--- src/rtl/stopwatch_pkg.sv ---
// Shared definitions for the stopwatch front-end control stage:
// start/stop FSM encoding, button indices and default timing constants.
package stopwatch_pkg;

    // Start/stop button classification states.
    typedef enum logic [1:0] {
        IDLE = 2'd0,    // no start/stop press in progress
        HELD = 2'd1,    // press accepted, still deciding short vs long
        LONG = 2'd2     // long press already acted on, waiting for release
    } ss_state_t;

    // Index of each button in the debouncer bank.
    localparam int BTN_SS  = 0;
    localparam int BTN_LAP = 1;
    localparam int NUM_BTN = 2;

    // Board timing defaults: 10 ms debounce and 1 s long press at 27 MHz.
    localparam int CLK_HZ          = 27_000_000;
    localparam int DEBOUNCE_CYCLES = CLK_HZ / 100;
    localparam int LONG_CYCLES     = CLK_HZ;

    // Smallest counter width able to hold the value n.
    function automatic int cnt_width(input int n);
        int w;
        w = 1;
        while ((n >> w) != 0) begin
            w++;
        end
        return w;
    endfunction

endpackage : stopwatch_pkg

--- src/rtl/btn_debounce.sv ---
// One raw active-low button: 2-FF synchroniser, stable-level debouncer
// and one-cycle press/release strobes derived from the stable level.
module btn_debounce #(
    parameter int DEBOUNCE_CYCLES = 270_000,
    parameter int CNT_W           = 25
) (
    input  logic sys_clk,
    input  logic sys_rst,
    input  logic i_btn_n,
    output logic o_stable,
    output logic o_press,
    output logic o_release
);

    // Counter value on which the last differing sample is seen.
    localparam logic [CNT_W-1:0] DEB_LAST = CNT_W'(DEBOUNCE_CYCLES - 1);

    logic             r_sync1;
    logic             r_sync2;
    logic             w_level;
    logic [CNT_W-1:0] r_cnt;
    logic             r_stable;
    logic             r_stable_d;

    // Bring the asynchronous raw button into sys_clk; resets to released.
    always_ff @(posedge sys_clk or posedge sys_rst) begin
        if (sys_rst) begin
            r_sync1 <= 1'b1;
            r_sync2 <= 1'b1;
        end else begin
            r_sync1 <= i_btn_n;
            r_sync2 <= r_sync1;
        end
    end

    // Active-high view of the synchronised button.
    assign w_level = ~r_sync2;

    // Accept a new level only after it differs for DEBOUNCE_CYCLES cycles in a row.
    always_ff @(posedge sys_clk or posedge sys_rst) begin
        if (sys_rst) begin
            r_cnt    <= '0;
            r_stable <= 1'b0;
        end else if (w_level == r_stable) begin
            r_cnt <= '0;
        end else if (r_cnt == DEB_LAST) begin
            r_stable <= w_level;
            r_cnt    <= '0;
        end else begin
            r_cnt <= r_cnt + CNT_W'(1);
        end
    end

    // Delayed copy of the stable level for edge detection.
    always_ff @(posedge sys_clk or posedge sys_rst) begin
        if (sys_rst) begin
            r_stable_d <= 1'b0;
        end else begin
            r_stable_d <= r_stable;
        end
    end

    // Strobes are pure functions of two registers, so they are glitch-free.
    assign o_stable  = r_stable;
    assign o_press   = r_stable & ~r_stable_d;
    assign o_release = ~r_stable & r_stable_d;

endmodule : btn_debounce

--- src/rtl/stopwatch_btn_ctrl.sv ---
// Stopwatch button front end: debounces start/stop and lap, classifies
// start/stop presses as short (toggle run) or long (clear), and drives
// the lap-freeze controls for the counter/display stage.
module stopwatch_btn_ctrl
    import stopwatch_pkg::*;
#(
    parameter int DEBOUNCE_CYCLES = stopwatch_pkg::DEBOUNCE_CYCLES,
    parameter int LONG_CYCLES     = stopwatch_pkg::LONG_CYCLES,
    parameter int CNT_W           = 25
) (
    input  logic sys_clk,
    input  logic sys_rst,
    input  logic btn_startstop_n,
    input  logic btn_lap_n,
    output logic run,
    output logic clear_pulse,
    output logic lap_pulse,
    output logic lap_hold,
    output logic ss_pressed
);

    // Hold-counter value at which a press becomes a long press; the
    // counter stops here, so it can never wrap.
    localparam logic [CNT_W-1:0] HOLD_LAST = CNT_W'(LONG_CYCLES - 1);

    logic [NUM_BTN-1:0] w_btn_n;
    logic [NUM_BTN-1:0] w_stable;
    logic [NUM_BTN-1:0] w_press;
    logic [NUM_BTN-1:0] w_release;
    logic               w_ss_press;
    logic               w_ss_release;
    logic               w_lap_press;
    logic               w_unused_lap;

    ss_state_t          r_state;
    logic [CNT_W-1:0]   r_hold_cnt;
    logic               r_run;
    logic               r_clear;
    logic               r_lap_pulse;
    logic               r_lap_hold;

    assign w_btn_n[BTN_SS]  = btn_startstop_n;
    assign w_btn_n[BTN_LAP] = btn_lap_n;

    genvar gi;
    generate
        for (gi = 0; gi < NUM_BTN; gi++) begin : g_btn
            btn_debounce #(
                .DEBOUNCE_CYCLES (DEBOUNCE_CYCLES),
                .CNT_W           (CNT_W)
            ) u_debounce (
                .sys_clk   (sys_clk),
                .sys_rst   (sys_rst),
                .i_btn_n   (w_btn_n[gi]),
                .o_stable  (w_stable[gi]),
                .o_press   (w_press[gi]),
                .o_release (w_release[gi])
            );
        end
    endgenerate

    assign w_ss_press   = w_press[BTN_SS];
    assign w_ss_release = w_release[BTN_SS];
    assign w_lap_press  = w_press[BTN_LAP];

    // Only the lap press strobe matters; its level and release are not used.
    assign w_unused_lap = &{1'b0, w_stable[BTN_LAP], w_release[BTN_LAP]};

    // Start/stop classification FSM plus lap handling, all outputs registered.
    always_ff @(posedge sys_clk or posedge sys_rst) begin
        if (sys_rst) begin
            r_state     <= IDLE;
            r_hold_cnt  <= '0;
            r_run       <= 1'b0;
            r_clear     <= 1'b0;
            r_lap_pulse <= 1'b0;
            r_lap_hold  <= 1'b0;
        end else begin
            r_clear     <= 1'b0;
            r_lap_pulse <= 1'b0;
            case (r_state)
                IDLE: begin
                    // A start/stop press takes priority over a same-cycle lap press.
                    if (w_ss_press) begin
                        r_state    <= HELD;
                        r_hold_cnt <= '0;
                    end else if (w_lap_press) begin
                        if (r_run) begin
                            r_lap_hold  <= ~r_lap_hold;
                            r_lap_pulse <= 1'b1;
                        end else if (r_lap_hold) begin
                            r_lap_hold  <= 1'b0;
                            r_lap_pulse <= 1'b1;
                        end
                    end
                end
                HELD: begin
                    if (w_ss_release) begin
                        // Short press: start or stop the watch.
                        r_run   <= ~r_run;
                        r_state <= IDLE;
                    end else if (r_hold_cnt == HOLD_LAST) begin
                        // Long press: stop, unfreeze and zero the counters once.
                        r_run      <= 1'b0;
                        r_lap_hold <= 1'b0;
                        r_clear    <= 1'b1;
                        r_state    <= LONG;
                    end else begin
                        r_hold_cnt <= r_hold_cnt + CNT_W'(1);
                    end
                end
                LONG: begin
                    if (w_ss_release) begin
                        r_state <= IDLE;
                    end
                end
                default: begin
                    r_state <= IDLE;
                end
            endcase
        end
    end

    assign run         = r_run;
    assign clear_pulse = r_clear;
    assign lap_pulse   = r_lap_pulse;
    assign lap_hold    = r_lap_hold;
    assign ss_pressed  = w_stable[BTN_SS];

endmodule : stopwatch_btn_ctrl

--- config.mk ---
export PLATFORM = sky130hd
export DESIGN_NAME = stopwatch_btn_ctrl
export DESIGN_NICKNAME = d
export VERILOG_FILES = /design/src/rtl/stopwatch_pkg.sv /design/src/rtl/btn_debounce.sv /design/src/rtl/stopwatch_btn_ctrl.sv
export SDC_FILE = /design/constraint.sdc
export NUM_CORES = 1
export LEC_CHECK = 0
export ABC_AREA = 0
export CORE_MARGIN = 2
export CORE_UTILIZATION = 57
export DETAILED_ROUTE_END_ITERATION = 7
export DONT_BUFFER_PORTS = 1
export PLACE_DENSITY = 0.75
export SYNTH_ARGS = -nofsm -noshare
export SYNTH_HDL_FRONTEND = slang
export SYNTH_HIERARCHICAL = 1
export SYNTH_SLANG_ARGS = --single-unit
--- constraint.sdc ---
create_clock -name sys_clk -period 2.48 [get_ports sys_clk]
set_input_delay 0.248 -clock sys_clk [delete_from_list [all_inputs] [get_ports sys_clk]]
set_output_delay 0.248 -clock sys_clk [all_outputs]
set_load 0.05 [all_outputs]
==> flow_metrics.env <==
export IMPL_dr_pass1_iters=5
export IMPL_grt_pass1_wl_um=16300
export IMPL_top_usage_layer="met2"
export IMPL_post_place_cells=580
export IMPL_final_max_slew_viol_count=0
export IMPL_hp_start="g_btn[1].u_debounce/r_sync1"
export IMPL_whs_ns=0.363
export IMPL_syn_area_per_cell_um2=9.59
export IMPL_fmax_mhz=446
export IMPL_antenna_found_initial=0
export IMPL_cts_root_buf="clkbuf_8"
export IMPL_seqCellArea_um2=2230
export IMPL_drive_above_1_share=0.111
export IMPL_cp_startpoint="r_hold_cnt[12]"
export IMPL_clock_sinks=89
export IMPL_die_h_um=94.0
export IMPL_crit_type="flop to flop"
export IMPL_cts_setup_buffers=0
export IMPL_vias=3640
export IMPL_synth_area_um2=4620
export IMPL_drc_errors=0
export IMPL_die_w_um=94.0
export IMPL_grt_max_degree=32
export IMPL_cpMaxStageDelayCell="nor4_4"
export IMPL_p_leak_nw=2.00
export IMPL_worst_pin_slew_ns=0.766
export IMPL_drtIter0Drc=244
export IMPL_reg2reg_from="r_hold_cnt[12]"
export IMPL_synth_warnings=6
export IMPL_num_rows=32
export IMPL_place_area_um2=4720
export IMPL_fin_ws_ns=0.240
export IMPL_grt_pass1_vias=3596
export IMPL_layoutNonFillerInstCount=599
export IMPL_clk_pin_slew_ns=0.09
export IMPL_worstSkewPairLatency_ns=0.36
export IMPL_cp_data_arrival_time_ns=2.49
export IMPL_fin_util=0.636
export IMPL_design_area_um2=4960
export IMPL_critPathTopFamily="simple AND/OR/NAND/NOR gates"
export IMPL_ir_worst_vdd_uv=309
export IMPL_core_um2=7810
export IMPL_grt_use_met2=0.376
export IMPL_final_setup_viol_count=0
export IMPL_grt_met3_usage=0.0329
export IMPL_ant_nets=0
export IMPL_portBuffers=0
export IMPL_rrSetupSlack_ns=0.24
export IMPL_rsz0062_at_grt="false"
export IMPL_grt_overflow_total=0
export IMPL_path_depth=6
export IMPL_nNetsFinal=499
export IMPL_period_share=0.903
export IMPL_grt_use_total=0.231
export IMPL_drt_wl_total_um=9100
export IMPL_cts_buffer_depth=2
export IMPL_syn_inst=482
export IMPL_critPathMaxFanout=19
export IMPL_setup_tns_final_ns=0
export IMPL_cts_tree="done"
export IMPL_multi_input_comb_area_um2=2200
export IMPL_hold_viol=0
export IMPL_num_fill_cells=631
export IMPL_use_met1=0.309
export IMPL_power_density_nw_per_um2=519
export IMPL_required_ns=2.73
export IMPL_setup_worst_path_end="r_hold_cnt[2]"
export IMPL_area_delta_synth_final_pct=7.45
export IMPL_skew_ns=0.0102
export IMPL_io_pins=9
export IMPL_place_hpwl_um=6220
export IMPL_die_area_um2=8840
export IMPL_hp_class="flop to flop"
export IMPL_antenna_cells=0
export IMPL_cp_buffers_inverters=1
export IMPL_h_tree_depth=3
export IMPL_initial_core_util=0.592
export IMPL_cp_end_kind="flop"
export IMPL_period_needed_ns=2.24
export IMPL_r2r_cells=6
export IMPL_cpPeakStageDelay_ns=0.54
export IMPL_syn_num_nets=489
export IMPL_gp_congestion=0.885
export IMPL_slew_headroom=0.489
export IMPL_total_power_mw=2.58
export IMPL_viasPerCell=6.08
export IMPL_maxCapViolCount=0
export IMPL_cts_buffers=9
export IMPL_startpoint_type="flop"
export IMPL_routedWlPerCell_um=15.2
export IMPL_worstPathCellList="nand4_1, nor4_4, a21o_2, inv_2, nand4b_1, nand2_1"
export IMPL_r2r_end="r_hold_cnt[2]"
export IMPL_pre_cts_ws_ns=0.0994
export IMPL_outcome="completed"
-- layer usage --
layer,part of all wire,wire length (µm),vias up
li1,-,-,1781
met3,0.031,280,13
met2,0.49,4440,58
met5,0,0,-
met1,0.46,4230,1788
met4,0.016,150,0
-- cell usage in the layout, fill, tap and decap left out, types with 12 or more instances in the layout --
cell	n
xor2_1	14
dfrtp_1	85
nor2_1	49
nand2_1	37
inv_1	13
o21ai_0	22
or3_1	17
a31oi_1	12
buf_4	16
nand4_1	20
a21oi_1	34
xnor2_1	17
nand3_1	28
-- report_power, final --
part           switching (mW)  leakage [nW]  internal [mW]
sequential             0.0104          1.23           1.46
combinational          0.0502         0.673         0.0201
clock                   0.531         0.104          0.501
-- worst min path at each step --
stage / to / slack [ns] / cells past startpoint
3_3_place_gp: g_btn[1].u_debounce/r_stable_d / 0.24 / 2
3_5_place_dp: g_btn[1].u_debounce/r_cnt[9] / 0.24 / 2
5_1_grt: g_btn[1].u_debounce/r_sync2 / 0.37 / 0
6_report: g_btn[1].u_debounce/r_sync2 / 0.36 / 0
2_1_floorplan: g_btn[0].u_debounce/r_sync1 / 0.25 / 0
4_1_cts: g_btn[1].u_debounce/r_sync2 / 0.36 / 0
-- cell type report --
class	instances	share of cell area
multi-input cells	359	0.443
well taps	102	0.0257
repair buffers	19	0.0302
clock inverters	5	0.0123
inverters	14	0.0106
flip-flops and latches	89	0.450
clock buffers	11	0.0285
-- sequential cells by signal, indices dropped and copies added (netlist names) --
register and flops:
g_btn.u_debounce/r_cnt 50, r_hold_cnt 25, g_btn.u_debounce/o_stable 2, g_btn.u_debounce/r_stable_d 2
g_btn.u_debounce/r_sync1 2, g_btn.u_debounce/r_sync2 2, r_state 2, clear_pulse 1
lap_hold 1, lap_pulse 1, run 1
-- worst reg2reg max path: stages, from the launching register on --
cell      delay (ns)
dfrtp_1         0.47
nand4_1         0.30
nor4_4          0.54
a21o_2          0.41
inv_2           0.20
nand4b_1        0.15
nand2_1         0.07
-- repair_timing --
action                                 4_1_cts  5_1_grt
endpoints found under the hold margin       77        0
gates resized for setup                      0        1
hold buffers                                 3        0
setup endpoints to repair                    0       13
Note: power is estimated with default switching activity, not from simulation.
